==> src/rtl/mem_arbiter_if.sv <==
// mem_arbiter_if: requester-side and memory-side bus of the table-memory arbiter
interface mem_arbiter_if #(
  parameter int NUM_REQ = 4,
  parameter int ADDR_W = 32,
  parameter int DATA_W = 32
);
  logic [NUM_REQ-1:0] req_ce_i;
  logic [NUM_REQ-1:0] req_we_i;
  logic [NUM_REQ*ADDR_W-1:0] req_addr_i;
  logic [NUM_REQ*4-1:0] req_width_i;
  logic [NUM_REQ*DATA_W-1:0] req_data_i;
  logic [DATA_W-1:0] req_data_o;
  logic [NUM_REQ-1:0] req_ready_o;
  logic mem_ce_o;
  logic mem_we_o;
  logic [ADDR_W-1:0] mem_addr_o;
  logic [3:0] mem_width_o;
  logic [DATA_W-1:0] mem_data_o;
  logic [DATA_W-1:0] mem_data_i;
  logic mem_ready_i;
  modport slave (
    input req_ce_i, req_we_i, req_addr_i, req_width_i, req_data_i, mem_data_i, mem_ready_i,
    output req_data_o, req_ready_o, mem_ce_o, mem_we_o, mem_addr_o, mem_width_o, mem_data_o
  );
  modport master (
    output req_ce_i, req_we_i, req_addr_i, req_width_i, req_data_i, mem_data_i, mem_ready_i,
    input req_data_o, req_ready_o, mem_ce_o, mem_we_o, mem_addr_o, mem_width_o, mem_data_o
  );
endinterface

==> src/rtl/mem_arbiter.sv <==
// mem_arbiter: round-robin, grant-locked sharing of one table-memory port with a stall watchdog
module mem_arbiter #(
  parameter int NUM_REQ = 4,
  parameter int ADDR_W = 32,
  parameter int DATA_W = 32,
  parameter int TIMEOUT = 1024
) (
  input  logic clk,
  input  logic rst,
  mem_arbiter_if.slave bus,
  output logic gnt_valid_o,
  output logic [2:0] gnt_id_o,
  output logic stall_err_o,
  output logic [2:0] stall_id_o
);
  localparam int CW = $clog2(TIMEOUT + 1);
  typedef enum logic {IDLE, BUSY} state_t;
  state_t state;
  logic [2:0] last, pick;
  logic [CW-1:0] cnt;
  logic [NUM_REQ-1:0] oh;
  logic busy, sel_ce, sel_we;
  logic [ADDR_W-1:0] sel_addr;
  logic [3:0] sel_width;
  logic [DATA_W-1:0] sel_data;
  int d, best;
  // distance from last+1 (with wrap) ranks requesters; the nearest active one wins
  always_comb begin
    pick = '0;
    best = NUM_REQ;
    d = 0;
    for (int j = 0; j < NUM_REQ; j++) begin
      d = j - int'(last) - 1;
      if (d < 0) d = d + NUM_REQ;
      if (bus.req_ce_i[j] && d < best) begin
        best = d;
        pick = 3'(j);
      end
    end
  end
  always_comb begin
    oh = NUM_REQ'(1) << gnt_id_o;
    sel_ce = 1'b0;
    sel_we = 1'b0;
    sel_addr = '0;
    sel_width = '0;
    sel_data = '0;
    for (int j = 0; j < NUM_REQ; j++)
      if (oh[j]) begin
        sel_ce = bus.req_ce_i[j];
        sel_we = bus.req_we_i[j];
        sel_addr = bus.req_addr_i[j*ADDR_W +: ADDR_W];
        sel_width = bus.req_width_i[j*4 +: 4];
        sel_data = bus.req_data_i[j*DATA_W +: DATA_W];
      end
  end
  assign busy = state == BUSY;
  assign bus.mem_ce_o = busy & sel_ce;
  assign bus.mem_we_o = busy & sel_we;
  assign bus.mem_addr_o = busy ? sel_addr : '0;
  assign bus.mem_width_o = busy ? sel_width : '0;
  assign bus.mem_data_o = busy ? sel_data : '0;
  assign bus.req_ready_o = (busy & bus.mem_ready_i) ? oh : '0;
  assign bus.req_data_o = bus.mem_data_i;
  always_ff @(posedge clk or posedge rst) begin
    if (rst) begin
      state <= IDLE;
      gnt_id_o <= '0;
      gnt_valid_o <= 1'b0;
      last <= 3'(NUM_REQ - 1);
      cnt <= '0;
      stall_err_o <= 1'b0;
      stall_id_o <= '0;
    end else if (state == IDLE) begin
      if (|bus.req_ce_i) begin
        state <= BUSY;
        gnt_valid_o <= 1'b1;
        gnt_id_o <= pick;
        last <= pick;
        cnt <= '0;
      end
    end else begin
      if (bus.mem_ready_i) cnt <= '0;
      else if (cnt != CW'(TIMEOUT)) cnt <= cnt + 1'b1;
      if (!bus.mem_ready_i && cnt == CW'(TIMEOUT - 1)) begin
        stall_err_o <= 1'b1;
        stall_id_o <= gnt_id_o;
      end
      if (!sel_ce) begin
        state <= IDLE;
        gnt_valid_o <= 1'b0;
      end
    end
  end
endmodule

==> src/flat_wrapper.sv <==
// flat-port wrapper written by rule: the top's interface ports become plain ports
module mem_arbiter_flat 
#(
  parameter int NUM_REQ = 4,
  parameter int ADDR_W = 32,
  parameter int DATA_W = 32,
  parameter int TIMEOUT = 1024
)
  (clk, rst, gnt_valid_o, gnt_id_o, stall_err_o, stall_id_o, bus_req_ce_i, bus_req_we_i, bus_req_addr_i, bus_req_width_i, bus_req_data_i, bus_mem_data_i, bus_mem_ready_i, bus_req_data_o, bus_req_ready_o, bus_mem_ce_o, bus_mem_we_o, bus_mem_addr_o, bus_mem_width_o, bus_mem_data_o);
  mem_arbiter_if #(.NUM_REQ(NUM_REQ), .ADDR_W(ADDR_W), .DATA_W(DATA_W)) bus_i ();
  input  logic clk;
  input  logic rst;
  output logic gnt_valid_o;
  output logic [2:0] gnt_id_o;
  output logic stall_err_o;
  output logic [2:0] stall_id_o;
  input wire logic [$bits(bus_i.req_ce_i)-1:0] bus_req_ce_i;
  input wire logic [$bits(bus_i.req_we_i)-1:0] bus_req_we_i;
  input wire logic [$bits(bus_i.req_addr_i)-1:0] bus_req_addr_i;
  input wire logic [$bits(bus_i.req_width_i)-1:0] bus_req_width_i;
  input wire logic [$bits(bus_i.req_data_i)-1:0] bus_req_data_i;
  input wire logic [$bits(bus_i.mem_data_i)-1:0] bus_mem_data_i;
  input wire logic [$bits(bus_i.mem_ready_i)-1:0] bus_mem_ready_i;
  output wire logic [$bits(bus_i.req_data_o)-1:0] bus_req_data_o;
  output wire logic [$bits(bus_i.req_ready_o)-1:0] bus_req_ready_o;
  output wire logic [$bits(bus_i.mem_ce_o)-1:0] bus_mem_ce_o;
  output wire logic [$bits(bus_i.mem_we_o)-1:0] bus_mem_we_o;
  output wire logic [$bits(bus_i.mem_addr_o)-1:0] bus_mem_addr_o;
  output wire logic [$bits(bus_i.mem_width_o)-1:0] bus_mem_width_o;
  output wire logic [$bits(bus_i.mem_data_o)-1:0] bus_mem_data_o;
  assign bus_i.req_ce_i = bus_req_ce_i;
  assign bus_i.req_we_i = bus_req_we_i;
  assign bus_i.req_addr_i = bus_req_addr_i;
  assign bus_i.req_width_i = bus_req_width_i;
  assign bus_i.req_data_i = bus_req_data_i;
  assign bus_i.mem_data_i = bus_mem_data_i;
  assign bus_i.mem_ready_i = bus_mem_ready_i;
  assign bus_req_data_o = bus_i.req_data_o;
  assign bus_req_ready_o = bus_i.req_ready_o;
  assign bus_mem_ce_o = bus_i.mem_ce_o;
  assign bus_mem_we_o = bus_i.mem_we_o;
  assign bus_mem_addr_o = bus_i.mem_addr_o;
  assign bus_mem_width_o = bus_i.mem_width_o;
  assign bus_mem_data_o = bus_i.mem_data_o;
  mem_arbiter #(.NUM_REQ(NUM_REQ), .ADDR_W(ADDR_W), .DATA_W(DATA_W), .TIMEOUT(TIMEOUT)) u_core (.clk(clk), .rst(rst), .bus(bus_i), .gnt_valid_o(gnt_valid_o), .gnt_id_o(gnt_id_o), .stall_err_o(stall_err_o), .stall_id_o(stall_id_o));
endmodule
==> config.mk <==
export PLATFORM = sky130hd
export DESIGN_NAME = mem_arbiter_flat
export DESIGN_NICKNAME = d
export VERILOG_FILES = /design/src/rtl/mem_arbiter_if.sv /design/src/rtl/mem_arbiter.sv /design/src/flat_wrapper.sv
export SDC_FILE = /design/constraint.sdc
export NUM_CORES = 1
export LEC_CHECK = 0
export ABC_AREA = 1
export CAP_MARGIN = 20
export CORE_AREA = 5 5 166 168
export DETAILED_ROUTE_END_ITERATION = 10
export DIE_AREA = 0 0 171 173
export MAX_ROUTING_LAYER = met4
export PLACE_DENSITY_LB_ADDON = 0.1
export SKIP_LAST_GASP = 1
export SLEW_MARGIN = 15
export SYNTH_ARGS = -nofsm -noshare
export SYNTH_HDL_FRONTEND = slang
export SYNTH_SLANG_ARGS = --single-unit
==> constraint.sdc <==
create_clock -name clk -period 15.23 [get_ports clk]
set_input_delay 2.2845 -clock clk [delete_from_list [all_inputs] [get_ports clk]]
set_output_delay 2.2845 -clock clk [all_outputs]
set_load 0.02 [all_outputs]
* After elaboration in Yosys (flattened, before gate mapping)
Index checks and enable logic that the tools add are counted.
** Storage, ports and cells
- Register bits :: 23
- Input bits :: 315
- Output and inout port bits :: 114
- Word-level logic and storage cells :: 93
** Operators by class
- Add/subtract/negate cells :: 13
- $lt $le $gt $ge :: 8
- Eq/ne operators :: 4
- Shifts and indexed selects :: 1
- Mux-type cells :: 44
- Bitwise logic cells :: 4
- Reductions and logical operators :: 12
** Operators by type and width (number)
- 32-bit two-way mux :: 17
- 32-bit by 4-bit adder with 32-bit output, second input constant :: 4
- 32-bit by 1-bit < comparator with 1-bit output, second input constant :: 4
- 32-bit by 2-bit subtractor with 32-bit output, second input constant :: 4
- 32-bit < comparator :: 3
- 11-bit two-way mux :: 4
- 32-bit by 4-bit < comparator with 1-bit output, second input constant :: 1
- 4-bit two-way mux :: 6
- 1-bit two-way mux :: 15
- 11-bit by 1-bit adder with 11-bit output, second input constant :: 1
- 11-bit by 10-bit == test with 1-bit output, second input constant :: 1
- 11-bit != test, second input constant :: 1
- 2-bit AND reduction :: 4
- 1-bit by 3-bit subtractor with 4-bit output, first input constant :: 2
- 2-bit by 3-bit subtractor with 4-bit output, first input constant :: 2
- 1-bit logical AND :: 5
- 2-bit two-way mux :: 2
- 4-bit OR reduction :: 1
- 1-bit by 3-bit left shift with 4-bit output, first input constant :: 1
- 1-bit AND :: 3
- 3-bit != test, second input constant :: 1
- 2-bit != test, second input constant :: 1
- 2-bit nonzero test :: 1
- 1-bit logical NOT :: 1
- 1-bit NOT :: 1

* Logic depth before layout (Yosys ltp)
Gate-level depths: netlist of run 1.
- Depth in word-level cells :: 16
- Mapped depth :: 54
- Mapped depth without buffers :: 52

* Least setup slack after synthesis of run 1
No wires, ideal clock.
- Kind :: input port to flip-flop
- Start point :: input port bus_req_ce_i[0]
- End point :: register u_core.gnt_id_o[1]
- Setup time :: 0.118 ns
- Arrival :: 6.538 ns
- Data required time :: 15.112 ns
- Path slack :: 8.573 ns
- Cell stages on the path :: 39
- Buffers on the path :: 3
- Cell sequence :: nand3_1 -> inv_1 -> clkbuf_1 -> clkbuf_1 -> ha_1 -> nand2_1 -> inv_1 -> nand2_1 -> nand2_1 -> nand2_1 -> nand2_1 -> nand2_1 -> nand2_1 -> nand2_2 -> nand2_2 -> nand2_2 -> nand3_2 -> nor2_2 -> [3 not listed] -> a21oi_1 -> nor2_1 -> a2111oi_0 -> nand2_1 -> nand2_2 -> nand2_1 -> nand2_2 -> nand3_4 -> nand2_1 -> o21ai_0 -> ha_1 -> nand2_1 -> nand2_1 -> nand2_1 -> nand2_1 -> nand2_1 -> nand2_1 -> nand2_1
** On the way
- Cells in the longest elaborated chain, start to end :: 11
- Elaborated cells on any way between the ends :: 14
- Classes of those cells :: order compare (3); mux (5); reduce/logical (6)
** RTL lines
- start, declared :: line flat_wrapper.sv:17 : input wire logic [$bits(bus_i.req_ce_i)-1:0] bus_req_ce_i;
- 1-bit logical AND :: line mem_arbiter.sv:35 : if (bus.req_ce_i[j] && d < best) begin
- 32-bit two-way mux :: line mem_arbiter.sv:35
- 32-bit < comparator :: line mem_arbiter.sv:35
- 1-bit logical AND :: line mem_arbiter.sv:35
- 32-bit two-way mux :: line mem_arbiter.sv:35
- 32-bit < comparator :: line mem_arbiter.sv:35
- 1-bit logical AND :: line mem_arbiter.sv:35
- 32-bit two-way mux :: line mem_arbiter.sv:35
- 32-bit < comparator :: line mem_arbiter.sv:35
- 1-bit logical AND :: line mem_arbiter.sv:35
- 2-bit two-way mux :: line mem_arbiter.sv:35
- end signal, assigned :: line mem_arbiter.sv:78 : gnt_id_o <= pick;
- end, declared :: line mem_arbiter.sv:12 : output logic [2:0] gnt_id_o,
Parallel ways exist; a longest one is shown, timed or not.
A chain may end at the register's enable or synchronous reset.

* Worst setup path in the final report of run 1
Same ends and word-level chain as after synthesis.

==> results of run 1 <==
## metrics by stage
| step | instances | instance area (µm²) | hold slack (ns) | util [%] | setup slack (ns) |
|---|---|---|---|---|---|
| finish | 1638 | 9816 | 0.5080 | 38.10 | 7.834 |
| global route | 1638 | 9816 | 0.5398 | 38.10 | 7.147 |
| CTS | 1630 | 9796 | 0.5058 | 38.02 | 7.908 |
| detailed placement | 1626 | 9691 | 0.4906 | 37.61 | 7.657 |
| global placement | 1626 | 9691 | 0.4833 | 37.61 | 7.763 |
| floorplan | 1000 | 5992 | 0.4570 | - | 8.573 |
## registers in the layout, indices dropped and copies added (netlist names)
name and flops:
u_core.stall_err_o 1, u_core.cnt 11, u_core.busy 1, u_core.gnt_id_o 2, u_core.gnt_valid_o 1, u_core.last 2
u_core.stall_id_o 2
## report_power, final
part / internal, W / switching [W] / total, W
sequential: 0.0000671 / 0.0000205 / 0.0000876
combinational: 0.000644 / 0.000991 / 0.00164
clock: 0.0000521 / 0.0000202 / 0.0000723
## final timing paths
check / from / to / slack (ns) / depth (start not counted)
min in group asynchronous: rst / u_core.busy / 2.52 / 2
max in group asynchronous: rst / u_core.cnt[4] / 12.17 / 2
hold / removal: u_core.cnt[10] / u_core.cnt[10] / 0.51 / 2
setup reg to reg: u_core.last[0] / u_core.gnt_id_o[1] / 9.30 / 33
hold reg to reg: u_core.cnt[10] / u_core.cnt[10] / 0.51 / 2
setup / recovery: bus_req_ce_i[0] / u_core.gnt_id_o[1] / 7.83 / 37
## per-layer routing
layer,part of all wire (%),up-vias
met3,11,44
met1,43,3377
met2,44,302
met5,0,-
met4,2.3,0
li1,-,3844
## worst max-delay path, delay by kind of cell
| family | cells | cell delay (ns) |
|---|---|---|
| and+or+nand+nor | 24 | 2.06 |
| buffers and inverters | 5 | 1.35 |
| adders and majority gates | 3 | 0.94 |
| AOI/OAI and AO/OA | 5 | 0.86 |
## kinds of logic after synthesis
kind of cell	Yosys count	share of synthesized area, %
AOI/OAI and AO/OA	225	23.89
and+or+nand+nor	407	28.96
xor gates and xnor gates	3	0.4513
DFF	20	8.638
adders and majority gates	108	23.46
buffers and inverters	190	14.46
other	2	0.1290
## cell usage in the layout (no fill, tap or decap), types with 2 or more instances in the layout
master           Yosys  final
o22ai_1              3      3
a31oi_1              8      8
buf_4               34      9
dfstp_2              2      2
fa_1                 2      2
o221ai_1            34     34
o211ai_1            37     37
nand4_1              8      8
o21ai_0             60     60
clkinv_1             4      4
nor2_1             103    101
nand2_2              5      6
clkbuf_16            0      3
a21oi_1             68     68
inv_2                6      6
nand3_1             55     55
nor4_1               6      6
conb_1               2     47
nand2_1            216    215
nor2_4               0      2
dfrtp_1             18     18
clkdlybuf4s50_1      0    362
inv_1              100    100
nor2_2               3      3
xnor2_1              2      2
a211oi_1             4      4
diode_2              0      8
ha_1               106    106
o21ai_1              4      4
nor3_1               7      7
## final cells by class
type	count	share of cell area, %
repair buffers	371	37.60
clock buffers	3	0.7648
inverters	110	4.207
well taps	335	4.270
multi-input cells	790	47.52
flip-flops and latches	20	5.124
diodes	8	0.2040
clock inverters	1	0.3059
==> results_dict.tcl, run 1 <==
set metrics [dict create \
    status "finished clean" \
    numCtsBuffers 3 \
    grt_pass1_vias 7450 \
    tightest_slew_ns 1.077 \
    rows 59 \
    drt_iter0_drc 480 \
    clk_latency_ns 0.25 \
    io_buffers 362 \
    p_total_w 0.001795 \
    nNetsFinal 1719 \
    gr-max-usage-layer "met2" \
    worst_clock_skew_ns 0.004723 \
    synth_ff_type "dfrtp_1" \
    clock.fmax_mhz 135.2 \
    synth_commonest_cells "216 x nand2_1, 106 x ha_1, 103 x nor2_1" \
    yosysWarnings 0 \
    peakVddDrop_v 0.00008791 \
    rsz0062_at_grt "false" \
    viasPerCell 4.620 \
    drive_above_1_share_pct 2.703 \
    critical_path.endpoint_type "flop" \
    grt_use_met3_pct 9.155 \
    synth_top_area_share_pct 22.78 \
    post-route-drc-count 0 \
    cp_slowest_cell "clkdlybuf4s50_1" \
    finalSetupViolations 0 \
    antenna_found_initial 9 \
    worstSetupPathType "input pin to flop" \
    core_mm2 0.02576 \
    dp_hpwl_um 29900 \
    vias 7567 \
    root_buffer "clkbuf_16" \
    cts_sinks 20 \
    cp_max_fo 23 \
    avgSynthCellArea_um2 6.097 \
    dieArea_mm2 0.02958 \
    postCtsHoldBufs 0 \
    cts_setup_buffers 0 \
    cp.arrival_ns 7.54 \
    power_density_mw_per_mm2 182.9 \
    relSlewSlack_pct 28.04 \
    cts_resized 0 \
    synth_sequential_area_ratio_pct 8.638 \
    synthArstFlopShare_pct 100.0 \
    crit_required_ns 15.38 \
    synth_edf_count 0 \
    grt_use_met1_pct 29.04 \
    gp_congestion 0.9156 \
    wirelength_um 35530 \
    grt_max_degree 55 \
    ys_seq_elements 20 \
    post_drt_wl_per_cell_um 21.69 \
    yosysMostFrequentCell "nand2_1" \
    yosysTopAreaCell "ha_1" \
    pin_count 429 \
    multi_input_area_mm2 0.004664 \
    postSynthCellCount 955 \
    use_met2_pct 35.47 \
    htree_num_levels 1 \
    min_path_type "flop to flop" \
    seqCellArea_um2 503.0 \
    tns_ns 0 \
    hold_violations 0 \
    overflow 0 \
    area_growth_pct 68.56 \
    p_leak_nw 4.426 \
    maxSlewViolCount 0 \
    ys_top_cells_by_area "ha_1 23%, nand2_1 14%, dfrtp_1 7.7%, nor2_1 6.6%, inv_1 6.4%" \
    grt_use_total_pct 23.25 \
    clk_pin_slew_worst_paths_ns 0.06 \
    die_w_um 171 \
    detail-route-antenna-nets 0 \
    fill_cells 2797 \
    synth_cell_type_count 41 \
    initial_core_util_pct 22.60 \
    maxCapViolations 0 \
    post-route-period-util_pct 48.56 \
    die_h_um 173 \
    syn-cell-area_mm2 0.005823 \
    cts_tree "yes" \
    cp_common_cell "nand2_1" \
    clock_path_buffers 2 \
    drt-pass1-iter-count 4 \
    slowest_delay_ns 0.53 \
    cp-start-kind "input pin" \
    grt_pass1_wl_um 50490 \
    fin_crit_ns 7.396 \
]
No activity file was read; power rests on OpenSTA's default activity.
==> inputs of run 2 (changes only) <==
Settings changed: CORE_AREA 5 5 166 168 to 5 5 163 165, DIE_AREA 0 0 171 173 to 0 0 168 170.
Clock period 15.23 ns to 6.7 ns, I/O delays scaled along.
==> run 2 against run 1 <==
Via count fell by 1.0%. First-iteration DRC count decreased by 7.1%. Clock skew decreased by 0.0015 ns. Cell count shrank 0.55%. Wire length decreased by 12%. Flip-flop and latch count did not move. Worst hold slack worse by 0.035 ns. Cell area up 0.10%. Worst setup slack worse by 7.0 ns. Core utilization rose by 1.4 points. Sequential share of layout area about the same. Count of clock-buffer cells in the layout unchanged.
==> results_dict.tcl, run 2 (synthesis results as in run 1) <==
set metrics [dict create \
    worstSetupPathType "flop to flop" \
    detail-route-antenna-nets 0 \
    pin_count 429 \
    die_h_um 170 \
    drt_iter0_drc 446 \
    die_w_um 168 \
    postCtsHoldBufs 0 \
    core_mm2 0.02489 \
    cts_resized 0 \
    dp_hpwl_um 25940 \
    cts_tree "yes" \
    slowest_delay_ns 0.60 \
    numCtsBuffers 3 \
    status "finished clean" \
    vias 7491 \
    critical_path.endpoint_type "flop" \
    use_met2_pct 36.09 \
    fin_crit_ns 5.839 \
    grt_pass1_wl_um 45470 \
    tightest_slew_ns 1.082 \
    rsz0062_at_grt "false" \
    grt_pass1_vias 7491 \
    relSlewSlack_pct 27.73 \
    htree_num_levels 1 \
    largest_register_ff_count 11 \
    peakVddDrop_v 0.0001952 \
    gp_congestion 0.8695 \
    clock.fmax_mhz 171.3 \
    post_drt_wl_per_cell_um 19.18 \
    maxCapViolations 0 \
    worst_clock_skew_ns 0.003245 \
    gr-max-usage-layer "met2" \
    tns_ns 0 \
    clock_path_buffers 2 \
    drt-pass1-iter-count 5 \
    finalSetupViolations 0 \
    initial_core_util_pct 23.39 \
    maxSlewViolCount 0 \
    cp_common_cell "nand2_1" \
    nNetsFinal 1720 \
    crit_required_ns 6.85 \
    layout.cells.most_common "clkdlybuf4s50_1" \
    cp_slowest_cell "dfstp_2" \
    clk_pin_slew_worst_paths_ns 0.06 \
    r2r_slack_ns 0.86 \
    cp-start-kind "flop" \
    root_buffer "clkbuf_16" \
    final_cell_mix "362 x clkdlybuf4s50_1, 215 x nand2_1, 106 x ha_1" \
    viasPerCell 4.599 \
    drive_above_1_share_pct 2.855 \
    io_buffers 362 \
    wirelength_um 31250 \
    layout_setup_ws_ns 0.8606 \
    post-route-drc-count 0 \
    grt_use_met1_pct 24.47 \
    fin_util_pct 39.47 \
    p_total_w 0.004035 \
    area_growth_pct 68.74 \
    cp.arrival_ns 5.99 \
    antenna_found_initial 2 \
    cp_max_fo 16 \
    grt_use_total_pct 21.02 \
    dieArea_mm2 0.02856 \
    min_path_type "flop to flop" \
    p_leak_nw 4.438 \
    post-route-period-util_pct 87.15 \
    power_density_mw_per_mm2 410.7 \
    cts_setup_buffers 0 \
    rows 58 \
    grt_use_met3_pct 5.738 \
    overflow 0 \
    regMostFlops "u_core.cnt" \
    cts_sinks 20 \
    post-place-ws_ns 0.7609 \
    clk_latency_ns 0.26 \
    grt_max_degree 65 \
    hold_violations 0 \
]
## run 2: cell type report
cell class                      count  area (µm²)
Antenna cell                        3       7.507
Fill cell                        2694       15070
Clock buffer                        3       75.07
Multi-Input combinational cell    790        4664
Clock inverter                      1       30.03
Sequential cell                    20       504.2
Timing Repair Buffer              372        3719
Tap cell                          330       412.9
Inverter                          110       412.9
## run 2: where the power goes
part / internal, W / total (W) / switching, W
sequential: 0.000152 / 0.000221 / 0.0000685
combinational: 0.00148 / 0.00365 / 0.00217
clock: 0.000119 / 0.000165 / 0.0000464
total: 0.00175 / 0.00404 / 0.00229
## run 2: through the flow
stage	hold WS [ns]	std cells	cell area (µm²)
after detailed placement	0.4523	1622	9713
after CTS	0.4764	1626	9818
after global routing	0.5221	1628	9823
after floorplan	0.4570	1000	5992
after global placement	0.4591	1621	9686
final	0.4729	1629	9826
## run 2: final timing paths
kind                               startpoint            endpoint  cells past startpoint
setup reg to reg               u_core.last[0]  u_core.gnt_id_o[0]                     35
hold reg to reg            u_core.stall_err_o  u_core.stall_err_o                      2
min in group asynchronous                 rst       u_core.cnt[0]                      2
hold / removal             u_core.stall_err_o  u_core.stall_err_o                      2
setup / recovery               u_core.last[0]  u_core.gnt_id_o[0]                     35
max in group asynchronous                 rst  u_core.gnt_id_o[0]                      2
## run 2: worst max-delay path, delay by kind of cell, from the launching register on
family                   cells  cell delay (ns)
AO/OA/AOI/OAI               10             1.57
adder cells (fa/ha/maj)      4             1.15
buffers and inverters        1             0.46
flip-flops                   1             0.60
AND/OR/NAND/NOR             20             1.93
## run 2: layer usage
metal,part of all wire [%],up-vias
met5,0,-
met4,2.3,0
met3,8.4,39
li1,-,3835
met2,49,280
met1,41,3337
